==> config.mk <==
export PLATFORM = sky130hd
export DESIGN_NAME = bsg_sync_read_buffer
export DESIGN_NICKNAME = d
export VERILOG_FILES = /design/src/rtl/bsg_counter_up_down.sv /design/src/rtl/bsg_dff.sv /design/src/rtl/bsg_fifo_1r1w_small.sv /design/src/rtl/bsg_sync_read_buffer.sv
export SDC_FILE = /design/constraint.sdc
export NUM_CORES = 1
export LEC_CHECK = 0
export ABC_AREA = 1
export CAP_MARGIN = 40
export CORE_MARGIN = 2
export CORE_UTILIZATION = 50
export DETAILED_ROUTE_END_ITERATION = 7
export DONT_BUFFER_PORTS = 1
export PLACE_DENSITY = 0.63
export SYNTH_ARGS = -nofsm -noshare
export SYNTH_HDL_FRONTEND = slang
export SYNTH_SLANG_ARGS = --single-unit
==> constraint.sdc <==
create_clock -name clk_i -period 3.2 [get_ports clk_i]
set_input_delay 0.8 -clock clk_i [delete_from_list [all_inputs] [get_ports clk_i]]
set_output_delay 0.8 -clock clk_i [all_outputs]
set_load 0.1 [all_outputs]
==> src/rtl/bsg_counter_up_down.sv <==
// Saturation-free up/down counter holding a count in 0..max_val_p.
// Latency: count_o reflects up_i/down_i one cycle later.
// Backpressure: none; callers must never step past 0 or max_val_p.
module bsg_counter_up_down #(
  parameter int  max_val_p  = 2,
  parameter int  init_val_p = 0,
  localparam int width_lp   = $clog2(max_val_p + 1)
) (
  input  logic                clk_i,
  input  logic                reset_i,
  input  logic                up_i,
  input  logic                down_i,
  output logic [width_lp-1:0] count_o
);

  logic [width_lp-1:0] count_d, count_q;

  always_comb begin
    count_d = count_q;
    if (up_i && !down_i)      count_d = count_q + width_lp'(1);
    else if (!up_i && down_i) count_d = count_q - width_lp'(1);
  end

  always_ff @(posedge clk_i) begin
    if (reset_i) count_q <= width_lp'(init_val_p);
    else         count_q <= count_d;
  end

  assign count_o = count_q;

endmodule

==> src/rtl/bsg_dff.sv <==
// Clocked register with synchronous clear; one stage of a delay line.
// Latency: one cycle from data_i to data_o.
// Backpressure: none, captures every cycle.
module bsg_dff #(
  parameter int width_p = 1
) (
  input  logic               clk_i,
  input  logic               reset_i,
  input  logic [width_p-1:0] data_i,
  output logic [width_p-1:0] data_o
);

  logic [width_p-1:0] data_d, data_q;

  always_comb begin
    data_d = data_i;
  end

  always_ff @(posedge clk_i) begin
    if (reset_i) data_q <= '0;
    else         data_q <= data_d;
  end

  assign data_o = data_q;

endmodule

==> src/rtl/bsg_fifo_1r1w_small.sv <==
// Small register-based FIFO, one write and one read port, any depth >= 1.
// Latency: a written entry is visible on data_o/v_o the next cycle.
// Backpressure: writer must not push while full; reader pops with yumi_i.
module bsg_fifo_1r1w_small #(
  parameter int width_p = 8,
  parameter int els_p   = 2
) (
  input  logic               clk_i,
  input  logic               reset_i,
  input  logic               v_i,
  input  logic [width_p-1:0] data_i,
  output logic               v_o,
  output logic [width_p-1:0] data_o,
  input  logic               yumi_i
);

  localparam int ptr_w_lp = (els_p > 1) ? $clog2(els_p) : 1;
  localparam int cnt_w_lp = $clog2(els_p + 1);

  logic [width_p-1:0]  mem_d [els_p];
  logic [width_p-1:0]  mem_q [els_p];
  logic [ptr_w_lp-1:0] wptr_d, wptr_q, rptr_d, rptr_q;
  logic [cnt_w_lp-1:0] count_d, count_q;

  // Explicit wrap so non-power-of-two depths cycle through exactly els_p slots.
  function automatic logic [ptr_w_lp-1:0] ptr_inc(input logic [ptr_w_lp-1:0] p);
    if (p == ptr_w_lp'(els_p - 1)) return '0;
    return p + ptr_w_lp'(1);
  endfunction

  always_comb begin
    mem_d   = mem_q;
    wptr_d  = wptr_q;
    rptr_d  = rptr_q;
    count_d = count_q;
    if (v_i) begin
      mem_d[wptr_q] = data_i;
      wptr_d        = ptr_inc(wptr_q);
    end
    if (yumi_i) rptr_d = ptr_inc(rptr_q);
    if (v_i && !yumi_i)      count_d = count_q + cnt_w_lp'(1);
    else if (!v_i && yumi_i) count_d = count_q - cnt_w_lp'(1);
  end

  always_ff @(posedge clk_i) begin
    if (reset_i) begin
      wptr_q  <= '0;
      rptr_q  <= '0;
      count_q <= '0;
    end else begin
      wptr_q  <= wptr_d;
      rptr_q  <= rptr_d;
      count_q <= count_d;
    end
  end

  always_ff @(posedge clk_i) begin
    mem_q <= mem_d;
  end

  assign v_o    = (count_q != '0);
  assign data_o = mem_q[rptr_q];

  a_no_push_when_full: assert property (@(posedge clk_i) disable iff (reset_i)
    !(v_i && (count_q == cnt_w_lp'(els_p))));

endmodule

==> src/rtl/bsg_sync_read_buffer.sv <==
// Credit-protected landing buffer for fixed-latency synchronous memory reads.
// Latency: issue to v_o is latency_p+1 cycles, or latency_p with bypass into an empty buffer.
// Backpressure: ready_and_o drops once in-flight plus stored reads reach els_p; yumi_i drains.
module bsg_sync_read_buffer #(
  parameter int width_p   = 8,
  parameter int els_p     = 2,
  parameter int latency_p = 1,
  parameter int bypass_p  = 0
) (
  input  logic               clk_i,
  input  logic               reset_i,
  input  logic               v_n_i,
  output logic               ready_and_o,
  input  logic [width_p-1:0] data_i,
  output logic               v_o,
  output logic [width_p-1:0] data_o,
  input  logic               yumi_i
);

  localparam int cnt_w_lp = $clog2(els_p + 1);

  logic [latency_p:0]  vld_pipe;
  logic                arrive;
  logic [cnt_w_lp-1:0] pending;
  logic                fifo_enq, fifo_deq, fifo_v;
  logic [width_p-1:0]  fifo_data;
  logic                head_v;

  assign vld_pipe[0] = v_n_i;

  for (genvar i = 0; i < latency_p; i++) begin : g_vld
    bsg_dff #(.width_p(1)) vld_dff (
      .clk_i  (clk_i),
      .reset_i(reset_i),
      .data_i (vld_pipe[i]),
      .data_o (vld_pipe[i+1])
    );
  end

  assign arrive = vld_pipe[latency_p];

  // Credits are returned only when the consumer takes data, never on arrival.
  bsg_counter_up_down #(.max_val_p(els_p), .init_val_p(0)) credit_cnt (
    .clk_i  (clk_i),
    .reset_i(reset_i),
    .up_i   (v_n_i),
    .down_i (yumi_i),
    .count_o(pending)
  );

  bsg_fifo_1r1w_small #(.width_p(width_p), .els_p(els_p)) store (
    .clk_i  (clk_i),
    .reset_i(reset_i),
    .v_i    (fifo_enq),
    .data_i (data_i),
    .v_o    (fifo_v),
    .data_o (fifo_data),
    .yumi_i (fifo_deq)
  );

  always_comb begin
    fifo_enq = arrive;
    fifo_deq = yumi_i;
    head_v   = fifo_v;
    data_o   = fifo_data;
    if (bypass_p != 0) begin
      head_v   = fifo_v | arrive;
      data_o   = fifo_v ? fifo_data : data_i;
      fifo_enq = arrive & (fifo_v | ~yumi_i);
      fifo_deq = yumi_i & fifo_v;
    end
  end

  assign v_o         = ~reset_i & head_v;
  assign ready_and_o = ~reset_i & (pending < cnt_w_lp'(els_p));

  a_issue_legal: assert property (@(posedge clk_i) disable iff (reset_i)
    !(v_n_i && !ready_and_o));
  a_yumi_legal: assert property (@(posedge clk_i) disable iff (reset_i)
    !(yumi_i && !v_o));

endmodule
==> results.yml <==
drt:
  post-route-drc-count: 0
  num_vias: 505
  wl_per_cell_um: 11.9
  first_pass_iters: 4
  wirelength_um: 1240
  ant_nets: 0
  vias_per_cell: 4.86
  dr.first_iter.drc_count: 7
clock_network:
  numCtsBuffers: 3
  clock_path_buffers: 2
  hold_buffers: 0
  clkSinkCount: 23
  cts_root_buf: "clkbuf_4"
  clkTransAtPathRegs_ps: 120
  clk_latency_ps: 300
  cts_max_level: 1
  post_cts_resized: 0
  postCtsSetupRepairBufs: 0
  cts_tree: "done"
worst_setup_path:
  cpLargestDelayFamily: "flip-flops"
  critPathMaxStageDelay_ps: 690
  cp_cell_sequence: "mux2_4"
  crit_path_top_delay_cell: "dfxtp_1"
  required_ps: 2400
  crit_fanout: 9
  critPathArrivalTime_ps: 1490
  critPathCaptureType: "primary output"
  start_kind: "flip-flop"
  startpoint: "store.rptr_q"
  rr_startpoint: "g_vld[0].vld_dff.data_o"
  worstPathBufferInverterCount: 0
  crit_type: "reg -> out"
global_routing:
  grt_overflow: 0
  grt_max_degree: 13
  antenna_found_initial: 0
  grt_pass1_vias: 450
  grt_pass1_wl_um: 1970
  grtUsageTotal_pct: 13.0
power:
  p_per_area_mw_per_mm2: 608
  ir_drop_v: 0.000298
  leakage_nw: 0.413
timing:
  rsz0062_at_grt: "no"
  layout_min_cycle_time_ps: 2290
  relSlewSlack_pct: 52.4
  hold_viol_final: 0
  maxSlewViolCount: 0
  fin_ws_ps: 915
  fin_crit_sh_pct: 71.4
  tightest_slew_ps: 712
  fmax_mhz: 438
  tns_ps: 0
  clock_skew_ps: 9.97
  setup_violations: 0
yosys:
  yosysWarnings: 0
  synth_top_area_share_pct: 50.7
  synth-simple-area-share_pct: 9.25
  avgSynthCellArea_sq_um: 12.8
  synth.area.top_cells: "edfxtp_1 51%, dfxtp_1 15%, mux2_4 13%, inv_1 3.6%, nand2_1 3.6%"
  yosysTopAreaCell: "edfxtp_1"
  synth_nets: 88
  ys_seq_area_share_pct: 65.5
  synth_xor_area_share_pct: 0.925
  synth.area.mux_share_pct: 12.7
  synthAdderAreaFrac_pct: 2.64
  synth_compound_area_share_pct: 2.64
  synthCells: 74
  ys_ff_latch: 23
  synth_cell_types: 16
  synth_area_sq_um: 947
  synth_top_family_by_area: "multiplexers"
floorplanning:
  ioPinCount: 22
  start_util_pct: 54.3
  die_area_sq_mm: 0.00226
  die_h_um: 47.5
  rows: 15
  dieWidth_um: 47.5
  core_sq_mm: 0.00175
layout:
  nets: 94
  diodes: 0
  layout_common_cells: "16 x edfxtp_1, 9 x inv_1, 9 x nand2_1, 8 x mux2_4, 8 x nor2_1"
  syn2layout_area_growth_pct: 7.13
  final_common_cell: "edfxtp_1"
  layout-drive-gt1-share_pct: 25.3
worst_hold_path:
  min_from: "credit_cnt.count_o[0]"
  min_path_type: "reg -> reg"
placement:
  dp_hpwl_um: 928
  gp_congestion: 0.762
  pre_cts_slack_ps: 1220
  port_buffers: 0
job:
  maxCapViolations: 0
outcome:
  status: "finished, final reports clean"
sequential cells by signal, summed over array words and instances, names as in the netlist:
register              cells
store.wptr_q              1
store.rptr_q              1
g_vld.vld_dff.data_o      1
store.mem_q              16
credit_cnt.count_o        2
store.count_q             2
per-layer routing:
layer	vias up	track usage (%)	share of wire, %
met3	2	4.53	7.2
li1	252	-	-
met4	0	6.67	0.89
met2	14	20.8	52
met1	237	15.3	39
met5	-	0	0
cell type report:
| class | count | area, sq um |
|---|---|---|
| clock buffer | 4 | 26.3 |
| tap | 25 | 31.3 |
| multi-input combinational | 37 | 273 |
| fill | 161 | 731 |
| timing repair buffer | 2 | 15.0 |
| sequential | 23 | 621 |
| inverter | 13 | 48.8 |
report_power, final:
group / internal, W / total (W) / switching (W)
Sequential: 0.000334 / 0.000347 / 0.0000124
Clock: 0.0000485 / 0.000127 / 0.0000784
Combinational: 0.0000333 / 0.000143 / 0.000110
cells in the mapped netlist:
cell / n
o21ai_0: 1
nand3_2: 1
dfxtp_1: 7
nor2_1: 9
nand3_1: 1
a21oi_1: 3
buf_6: 1
xnor2_1: 1
o21ai_1: 1
mux2_4: 8
edfxtp_1: 16
inv_2: 4
inv_1: 9
ha_1: 2
nand2_1: 9
nor3_1: 1
logic make-up after synthesis:
group,count (synthesis)
flops,23
simple gates,21
buf+inv,14
mux,8
compound gates,5
fa+ha+maj,2
xor+xnor,1
path summary, 6_finish.rpt:
kind | endpoint | slack [ps] | cells after the start
max | data_o[4] | 910 | 1
min | credit_cnt.count_o[0] | 500 | 1
max reg2reg | store.mem_q[14] | 1840 | 2
min reg2reg | credit_cnt.count_o[0] | 500 | 1
metrics by stage:
step	power (W)	hold slack (ps)	util, %	instance area [sq um]	instances
floorplan	0.000486	443	-	947	74
global placement	0.000496	462	56.6	988	100
detailed placement	0.000499	478	56.6	988	100
CTS	0.000621	500	58.1	1010	104
global route	0.000639	518	58.1	1010	104
finish	0.000617	495	58.1	1010	104
No activity file was read; power rests on OpenSTA's default activity.
